$ cat src/rtl/sparse_cluster_compactor.sv
// ============================================================================
// Module      : sparse_cluster_compactor
// Description : Compacts mask-selected clusters into a shift buffer and emits
//               dense MAC groups; optional SPARSE_COMPACTOR_COUNT_EN adds a
//               saturating accepted-cluster counter port (clusterCount).
// Revision    : 1.0 - initial release
// ============================================================================
`default_nettype none

module sparse_cluster_compactor #(
    parameter int NUM_CLUSTERS_IN  = 4,
    parameter int CLUSTER_WIDTH    = 16,
    parameter int NUM_CLUSTERS_OUT = 2,
    parameter int BUFFER_DEPTH     = 8,
    parameter int OCC_BITWIDTH     = 4
) (
    input  logic                                         clock,
    input  logic                                         reset,
    input  logic                                         ivalid,
    output logic                                         oready,
    input  logic [NUM_CLUSTERS_IN-1:0]                   inputBitmask,
    input  logic [NUM_CLUSTERS_IN*CLUSTER_WIDTH-1:0]     inputBlock,
    input  logic                                         inputLast,
    output logic                                         ovalid,
    input  logic                                         iready,
    output logic [NUM_CLUSTERS_OUT*CLUSTER_WIDTH-1:0]    macClusters,
    output logic [NUM_CLUSTERS_OUT-1:0]                  macMask,
    output logic                                         macLast
`ifdef SPARSE_COMPACTOR_COUNT_EN
    ,output logic [31:0]                                 clusterCount
`endif
);

    localparam int c_BIDX_W = (BUFFER_DEPTH > 1) ? $clog2(BUFFER_DEPTH) : 1;
    localparam int c_CIDX_W = (NUM_CLUSTERS_IN > 1) ? $clog2(NUM_CLUSTERS_IN) : 1;

    typedef enum logic [0:0] {
        S_FILL  = 1'b0,
        S_FLUSH = 1'b1
    } state_t;

    state_t                         r_state, w_state_nxt;
    logic [CLUSTER_WIDTH-1:0]       r_buf     [BUFFER_DEPTH];
    logic [CLUSTER_WIDTH-1:0]       w_buf_nxt [BUFFER_DEPTH];
    logic [CLUSTER_WIDTH-1:0]       w_cmp     [NUM_CLUSTERS_IN];
    logic [OCC_BITWIDTH-1:0]        r_occ, w_occ_nxt, w_push, w_pop;
    logic [NUM_CLUSTERS_OUT*CLUSTER_WIDTH-1:0] w_grp_clusters;
    logic [NUM_CLUSTERS_OUT-1:0]    w_grp_mask;
    logic                           w_accept, w_can_load, w_load_data, w_load_empty, w_group_last;
    int                             w_sel_cnt;
    int                             w_keep;

    assign w_accept     = ivalid & oready;
    assign w_can_load   = !ovalid || iready;
    assign w_load_data  = w_can_load &&
                          ((r_occ >= OCC_BITWIDTH'(NUM_CLUSTERS_OUT)) ||
                           (r_state == S_FLUSH && r_occ != '0));
    assign w_load_empty = w_can_load && (r_state == S_FLUSH) && (r_occ == '0);
    assign w_pop        = !w_load_data ? '0 :
                          (r_occ >= OCC_BITWIDTH'(NUM_CLUSTERS_OUT)) ? OCC_BITWIDTH'(NUM_CLUSTERS_OUT) : r_occ;
    assign w_group_last = (r_state == S_FLUSH) && (r_occ <= OCC_BITWIDTH'(NUM_CLUSTERS_OUT));
    assign w_occ_nxt    = r_occ - w_pop + w_push;

    always_ff @(posedge clock) begin
        if (reset) r_state <= S_FILL;
        else       r_state <= w_state_nxt;
    end

    // oready is held low during reset so nothing is accepted before state is known
    always_comb begin
        w_state_nxt = r_state;
        oready      = 1'b0;
        case (r_state)
            S_FILL: begin
                oready = !reset && ((BUFFER_DEPTH - int'(r_occ)) >= NUM_CLUSTERS_IN);
                if (ivalid && oready && inputLast) w_state_nxt = S_FLUSH;
            end
            S_FLUSH: begin
                if ((w_load_data && w_group_last) || w_load_empty) w_state_nxt = S_FILL;
            end
            default: w_state_nxt = S_FILL;
        endcase
    end

    always_comb begin
        w_sel_cnt = 0;
        for (int i = 0; i < NUM_CLUSTERS_IN; i++) w_cmp[i] = '0;
        for (int i = 0; i < NUM_CLUSTERS_IN; i++) begin
            if (inputBitmask[i]) begin
                w_cmp[c_CIDX_W'(w_sel_cnt)] = inputBlock[i*CLUSTER_WIDTH +: CLUSTER_WIDTH];
                w_sel_cnt = w_sel_cnt + 1;
            end
        end
        w_push = w_accept ? OCC_BITWIDTH'(w_sel_cnt) : '0;
    end

    // Survivors shift down by the pop count; pushed clusters land right behind them
    always_comb begin
        w_keep = int'(r_occ) - int'(w_pop);
        for (int j = 0; j < BUFFER_DEPTH; j++) begin
            w_buf_nxt[j] = r_buf[j];
            if (j < w_keep)
                w_buf_nxt[j] = r_buf[c_BIDX_W'(j + int'(w_pop))];
            else if ((j - w_keep) < int'(w_push))
                w_buf_nxt[j] = w_cmp[c_CIDX_W'(j - w_keep)];
        end
    end

    always_comb begin
        w_grp_clusters = '0;
        w_grp_mask     = '0;
        for (int k = 0; k < NUM_CLUSTERS_OUT; k++) begin
            if (OCC_BITWIDTH'(k) < w_pop) begin
                w_grp_clusters[k*CLUSTER_WIDTH +: CLUSTER_WIDTH] = r_buf[c_BIDX_W'(k)];
                w_grp_mask[k] = 1'b1;
            end
        end
    end

    always_ff @(posedge clock) begin
        for (int j = 0; j < BUFFER_DEPTH; j++) r_buf[j] <= w_buf_nxt[j];
    end

    always_ff @(posedge clock) begin
        if (reset) begin
            r_occ       <= '0;
            ovalid      <= 1'b0;
            macClusters <= '0;
            macMask     <= '0;
            macLast     <= 1'b0;
        end else begin
            r_occ <= w_occ_nxt;
            if (w_load_data) begin
                ovalid      <= 1'b1;
                macClusters <= w_grp_clusters;
                macMask     <= w_grp_mask;
                macLast     <= w_group_last;
            end else if (w_load_empty) begin
                ovalid      <= 1'b1;
                macClusters <= '0;
                macMask     <= '0;
                macLast     <= 1'b1;
            end else if (iready) begin
                ovalid      <= 1'b0;
            end
        end
    end

`ifdef SPARSE_COMPACTOR_COUNT_EN
    logic [31:0] r_cluster_count;
    logic [32:0] w_cnt_sum;

    assign w_cnt_sum    = {1'b0, r_cluster_count} + {{(33-OCC_BITWIDTH){1'b0}}, w_push};
    assign clusterCount = r_cluster_count;

    always_ff @(posedge clock) begin
        if (reset)         r_cluster_count <= '0;
        else if (w_accept) r_cluster_count <= w_cnt_sum[32] ? '1 : w_cnt_sum[31:0];
    end
`endif

endmodule

`default_nettype wire

$ cat config.mk
export PLATFORM = sky130hd
export DESIGN_NAME = sparse_cluster_compactor
export DESIGN_NICKNAME = d
export VERILOG_FILES = /design/src/rtl/sparse_cluster_compactor.sv
export SDC_FILE = /design/constraint.sdc
export NUM_CORES = 1
export LEC_CHECK = 0
export CAP_MARGIN = 30
export CORE_MARGIN = 8
export CORE_UTILIZATION = 40
export DETAILED_ROUTE_END_ITERATION = 6
export REMOVE_ABC_BUFFERS = 1
export SLEW_MARGIN = 20
export SYNTH_ARGS = -nofsm -noshare
export SYNTH_HDL_FRONTEND = slang
export SYNTH_SLANG_ARGS = --single-unit
$ cat constraint.sdc
create_clock -name clock -period 13.3 [get_ports clock]
set_input_delay 3.325 -clock clock [delete_from_list [all_inputs] [get_ports clock]]
set_output_delay 3.325 -clock clock [all_outputs]
set_load 0.03 [all_outputs]
==> results of run 1 <==
metrics by stage:
| step | utilization, % | cell area (um2) |
|---|---|---|
| floorplan | - | 14900 |
| global placement | 44.5 | 17100 |
| detailed placement | 44.7 | 17200 |
| CTS | 46.1 | 17800 |
| global route | 46.3 | 17800 |
| finish | 46.3 | 17800 |
worst reg2reg max path, cell delays in order, from the launching register on:
cell      delay [ps]
dfxtp_1          450
or3_1            360
buf_4            290
nand2_2          150
buf_4            680
ha_1             380
and3b_1          190
nor4_1           320
nor2_1           230
inv_1            100
ha_1             440
nand2_1          320
xnor2_4          820
o311ai_2         550
buf_4            390
state kept, by name, summed over array words and instances, names as in the netlist:
signal,flops
macMask,2
r_buf,128
r_state,1
macClusters,32
macLast,1
ovalid,1
r_occ,4
area by class of cell:
type,count,share of cell area [%]
well taps,518,3.63
multi-input cells,1308,56.4
flip-flops and latches,169,26.1
inverters,98,2.06
clock inverters,11,0.477
repair buffers,159,8.70
clock buffers,21,2.58
metal layers:
layer | track usage (%) | up-vias
met5 | 0 | -
met4 | 12.7 | 0
met3 | 8.32 | 205
met2 | 42.1 | 1243
met1 | 37.9 | 7516
li1 | - | 6715
cell usage after synthesis (all sizes together) (7+ instances only):
cell     number
a31oi        14
nand2       165
xnor2        23
nand4        19
o2111ai      31
a311o        32
a22o         14
o211a        31
a221oi        8
o21ai        49
dfxtp        41
clkbuf      131
edfxtp      128
o211ai       19
nor2        121
ha           42
mux4         55
a211oi       49
and3b        18
a211o         9
a21oi       110
and2         23
buf          46
mux2i       147
inv          96
nor4         14
nand2b        7
a311oi       16
mux2         11
nor3         73
nand3b       18
o221ai       42
nand3        33
and3         18
a22oi        34
path summary, 6_finish.rpt:
kind                           start                       to
max                  inputBitmask[0]    r_buf[2][3]$_DFFE_PP_
min          macMask[1]$_SDFFE_PP0P_  macMask[1]$_SDFFE_PP0P_
min reg2reg  macMask[1]$_SDFFE_PP0P_  macMask[1]$_SDFFE_PP0P_
max reg2reg      r_occ[3]$_SDFF_PP0_    r_buf[0][7]$_DFFE_PP_
layout by cell type, fill, tap and decap left out, types with 17 or more instances in the layout:
cell             Yosys  routed
a211oi_1            49      47
a21oi_1            108     108
a22oi_1             34      34
a311o_1             32      32
and2_1              23      23
and3_1              18      18
and3b_1             18      18
buf_4                1      43
clkbuf_16            0      17
clkdlybuf4s50_1      0     107
dfxtp_1             41      41
edfxtp_1           128     128
ha_1                42      41
inv_1               92      92
mux2i_1            147     147
mux4_2              55      55
nand2_1            165     164
nand3_1             33      33
nand3b_1            18      18
nand4_1             19      19
nor2_1             120     118
nor3_1              72      70
o2111ai_1           31      31
o211a_1             31      31
o211ai_1            19      19
o21ai_0             48      48
o221ai_1            42      41
xnor2_1             22      18
cell families (layout without fill, tap and decap cells):
kind of cell             count (synthesis)  in the layout  share of synthesized area, %
AO/OA/AOI/OAI                          485            485                          22.9
adder cells (fa/ha/maj)                 46             46                          3.88
XOR/XNOR                                30             30                          1.83
other                                    2             10                        0.0481
flip-flops                             169            169                          29.9
multiplexers                           213            213                          18.2
buffers and inverters                  275            289                          7.05
AND/OR/NAND/NOR                        524            524                          16.2
==> impl_results.md, run 1 <==
* Outcome: finished clean
* Critical path peak fanout at 36
* Diode count at 0
* Hold Vio Cnt, Final at 0
* M1 wire length at 26.2 mm
* Crit end category: flop
* Root buf cell: clkbuf_16
* Worst path slowest cell: ha_1
* Ys async rst share at 0%
* Reg area at 4660 um2
* Seq/Total Area, Yosys at between 20% and 30%
* Starting Density at 40.5%
* CTS Buffer Depth at 2
* Crit path required time at approximately 13000 ps
* # DRC at 0
* Max H-tree Level at 4
* Synth Cell Area at approximately 16000 um2
* Worst-margin pin slew at between 1000 and 1500 ps
* Drt pass-1 iters at 6
* Syn_area_per_cell at slightly below 9 um2
* Hold buffer count at CTS at 0
* Die height at around 210 um
* Core Region at 38600 um2
* Critical Path Stages at 16
* Die area at around 46000 um2
* Placer Congestion at slightly above 0.9
* Primary FF master, synth: edfxtp_1
* Setup TNS at 0 ps
* Post-CTS resize count at 0
* Clk_lat worst skew at 450 ps
* Crit path launch type: input port
* Via count at roughly 16000
* DP Wirelength at about 43 mm
* Post-layout min period at around 8600 ps
* Max-cap violations at 0
* Drt wl/cell at 29.2 um
* Routed Antenna Nets at 0
* Setup Viol. Count Final at 0
* Met3 wire length at between 9 and 10 mm
* Critical path's top delay family: adder cells
* Area added between synthesis and finish at 14.4%
* Vias in the first global route at 14800
* Syn. warnings at 0
* Antenna violations before repair at 0
* CTS buffer count at 17
* Reg2reg path depth at 14
* EDFF count, synth at 128
* Die Wd at between 200 and 250 um
* First-pass GRT wire length at approximately 96 mm
* Clock Skew at 14.7 ps
* Crit path kind: input port to flop
* WP buf/inv at 4
* Buffers on Ports at between 100 and 150
* Crit path largest cell delay at approximately 800 ps
* Yosys top cell area share at around a quarter
* Cells after DPL at between 2000 and 2500
* Unique cell type count in the Yosys netlist at 70
* HP Class: flop to flop
* Cells after Synth at between 1500 and 2000
* Fin. max-slew vios at 0
* CTS tree: yes
* Clk pin slew, worst setup/hold paths at around 70 ps
* Avg Vias per Cell at around 6.9
* Top cells by area, synth: edfxtp_1 25%, mux2i_1 9.4%, mux4_2 7.9%, dfxtp_1 5.3%, nand2_1 4.0%
* R2r setup slk at 7360 ps
* Filler cells at approximately 3700
* Fin crit share at 65.0%
* Layout cells sized above 1 at 10.0%
* Starting DRC count in detailed routing at between 2000 and 2500
* F_max at roughly 120 MHz
* Grt total ovfl at 0
* Crit path DAT at between 8000 and 9000 ps
* Final #Nets at 1872
* Synth Register Bits at around 170
* WL final at ~67 mm
* Placement Setup Slack at about 4400 ps
* GRT Total Usage at about 28%
* Worst path cell trace: clkdlybuf4s50_1 -> buf_4 -> inv_1 -> ha_1 -> xor2_1 -> ha_1 -> nand2_1 -> xor2_1 -> nand2_1 -> ha_1 -> nand3_1 -> nand2_1 -> a41oi_1 -> o2bb2a_1 -> a211oi_4 -> buf_8
* Largest net degree at the start of global routing at 65
* Hold Slack at a little under 500 ps
* Final cell count without fillers at between 2000 and 2500
* Cell taking the most area after synthesis: edfxtp_1
* Slew margin rel. at a little under a third
* Area of the multi-input gates at 10100 um2
* IO Pins at between 100 and 150
* RSZ-0062 raised after global routing: no
* Met2 WL at ~28 mm
* Final worst setup slack at between 4000 and 5000 ps
* Row count at 72
* Post CTS Setup Buffer Count at 0
* Uppermost routed layer: met4
* CTS sink count at 169
* Hold depth at 2
Power of run 1 is not shown: default switching activity piles up to over one toggle a cycle in this logic, so the estimate is an artifact.
==> run 2: changes to the inputs <==
==> constraint.sdc (replaced) <==
create_clock -name clock -period 8.2 [get_ports clock]
set_input_delay 2.05 -clock clock [delete_from_list [all_inputs] [get_ports clock]]
set_output_delay 2.05 -clock clock [all_outputs]
set_load 0.03 [all_outputs]
==> run 2 against run 1 <==
Global-route usage up 0.33 points. Critical path depth increased by 1. Setup slack lost 3200 ps. First-iteration DRC count is 4.8% lower. Clock skew down 4.2 ps. Wire length is 0.73% higher. Via count increased by 1.1%. Non-clock buffer count is 16 higher. Register-to-register slack worse by 4700 ps. Design area up 0.58%. Hold slack improved by 3.4 ps. Critical endpoint is now r_buf[5][7]$_DFFE_PP_. Count of clock-buffer cells in the layout decreased by 4.
==> impl_results.md, run 2 (synthesis gave the netlist of run 1 again) <==
* Antenna violations before repair at 0 (unchanged)
* Core Region at 38600 um2 (unchanged)
* Layout cells sized above 1 at 10.9% (was 10.0%)
* Area of the multi-input gates at 10000 um2 (was 10100 um2)
* Vias in the first global route at 15300 (was 14800)
* Starting DRC count in detailed routing at 2329 (was 2446)
* Row count at 72 (unchanged)
* Grt total ovfl at 0 (unchanged)
* F_max at 148 MHz
* Fin. max-slew vios at 0 (unchanged)
* Worst r2r src: r_occ[3]$_SDFF_PP0_ (unchanged)
* DP Wirelength at 44.8 mm (was 42.6 mm)
* Post-CTS resize count at 0 (unchanged)
* Hold depth at 2 (unchanged)
* R2r endpoint: r_buf[5][7]$_DFFE_PP_ (was r_buf[0][7]$_DFFE_PP_)
* Final worst setup slack at 1430 ps (was 4660 ps)
* HP Class: flop to flop (unchanged)
* Die height at 213 um (unchanged)
* Diode count at 0 (unchanged)
* Final cell count without fillers at 2300 (was 2284)
* IO Pins at 110 (unchanged)
* Hold Vio Cnt, Final at 0 (unchanged)
* Top flop regs: r_buf (128), macClusters (32), r_occ (4) (unchanged)
* Drt wl/cell at 29.2 um (about the same)
* RSZ-0062 raised after global routing: no (unchanged)
* Slew margin rel. at 30.6% (was 31.9%)
* Placement Setup Slack at 1110 ps (was 4440 ps)
* Routed Antenna Nets at 0 (unchanged)
* Hold buffer count at CTS at 0 (unchanged)
* Outcome: finished clean (unchanged)
* Filler cells at 3708 (was 3698)
* Hold Startpoint: macMask[0]$_SDFFE_PP0P_ (was macMask[1]$_SDFFE_PP0P_)
* Crit path launch type: input port (unchanged)
* Final #Nets at 1888 (was 1872)
* Post-layout min period at 6770 ps
* First-pass GRT wire length at 97.8 mm (was 96.3 mm)
* Via count at 15900 (was 15700)
* R2r setup slk at 2630 ps (was 7360 ps)
* Cells after DPL at 2265 (was 2248)
* Setup TNS at 0 ps (unchanged)
* Max H-tree Level at 4 (unchanged)
* Crit path kind: input port to flop (unchanged)
* Largest net degree at the start of global routing at 136 (was 65)
* WL final at 67.1 mm (was 66.6 mm)
* Drt pass-1 iters at 6 (unchanged)
* Starting Density at 40.5% (unchanged)
* Clk pin slew, worst setup/hold paths at 80 ps (was 70 ps)
* CTS Buffer Depth at 2 (unchanged)
* Crit path required time at 8340 ps (was 13450 ps)
* Avg Vias per Cell at 6.89 (was 6.86)
* CTS tree: yes (unchanged)
* CTS sink count at 169 (unchanged)
* Setup Viol. Count Final at 0 (unchanged)
* Hold Path Sink: macMask[0]$_SDFFE_PP0P_ (was macMask[1]$_SDFFE_PP0P_)
* Crit path DAT at 6910 ps (was 8790 ps)
* CTS buffer count at 17 (unchanged)
* GRT Total Usage at 28.7% (was 28.4%)
* Max reg flops at 128 (unchanged)
* Root buf cell: clkbuf_16 (unchanged)
* Post-layout util at 46.5% (was 46.3%)
* Fin crit share at between 80% and 90%
* Buffers on Ports at 109 (unchanged)
* Most common cell after layout, fill and taps aside: nand2_1 (unchanged)
* Most frequent cells in the layout: 164 x nand2_1, 147 x mux2i_1, 128 x edfxtp_1 (unchanged)
* # DRC at 0 (unchanged)
* Area added between synthesis and finish at 15.0% (was 14.4%)
* Reg2reg path depth at 15 (was 14)
* Clk_lat worst skew at 450 ps (about the same)
* Critical path peak fanout at 19 (was 36)
* Clock Skew at 10.6 ps (was 14.7 ps)
* Post CTS Setup Buffer Count at 0 (unchanged)
* Placer Congestion at 0.961 (was 0.936)
* Max-cap violations at 0 (unchanged)
* Crit end category: flop (unchanged)
* Worst-margin pin slew at 1040 ps (was 1020 ps)
* Die area at 45600 um2 (unchanged)
* Die Wd at 213 um (unchanged)
* Reg area at 4660 um2 (unchanged)
* Largest reg by FF count: r_buf (unchanged)
run 2: changes by cell type in the layout (fill, tap and decap cells not counted), sizes merged:
cell	change
clkinv	-2
clkbuf	-4
clkinvlp	+2
bufinv	+4
buf	+16
run 2: routing by layer:
layer | vias to the layer above | track usage, % | part of all wire (%)
met2 | 1232 | 45.1 | 45
met3 | 273 | 7.07 | 12
li1 | 6732 | - | -
met5 | - | 0 | 0
met4 | 0 | 15.9 | 5.5
met1 | 7621 | 36.0 | 37
run 2: per-stage QoR:
stage | hold WS [ps] | area, um2
finish | 500 | 17900
global route | 520 | 17900
CTS | 499 | 17900
detailed placement | 481 | 17300
global placement | 470 | 17300
floorplan | 524 | 14900
run 2: critical path: stages:
cell and delay (ps):
clkdlybuf4s50_1 610, nor2b_4 80, nor3_4 230, ha_1 220, inv_1 60, fa_1 490, xor2_1 570, nor4_1 150
nor2_1 400, inv_1 80, ha_1 350, and2_1 260, nor2_2 180, buf_4 420, nand2_1 110, o221ai_2 240
buf_4 370
run 2: cell type report:
cell class / instances / share of cell area (%)
multi-input cells: 1308 / 55.8
flip-flops and latches: 169 / 26.0
repair buffers: 175 / 8.96
well taps: 518 / 3.61
clock buffers: 17 / 2.37
inverters: 98 / 2.05
clock inverters: 15 / 1.17
run 2: worst max path at each step:
stage           start               endpoint  slack [ps]  cells past startpoint
2_1_floorplan  iready  r_buf[6][0]$_DFFE_PP_       -6140                     12
3_3_place_gp   iready  r_buf[1][3]$_DFFE_PP_         960                     15
3_5_place_dp   iready  r_buf[5][2]$_DFFE_PP_        1110                     17
4_1_cts        iready  r_buf[5][7]$_DFFE_PP_        1530                     17
5_1_grt        iready  r_buf[5][7]$_DFFE_PP_        1260                     17
6_report       iready  r_buf[5][7]$_DFFE_PP_        1430                     17
Power of run 2 is left out for the same reason.
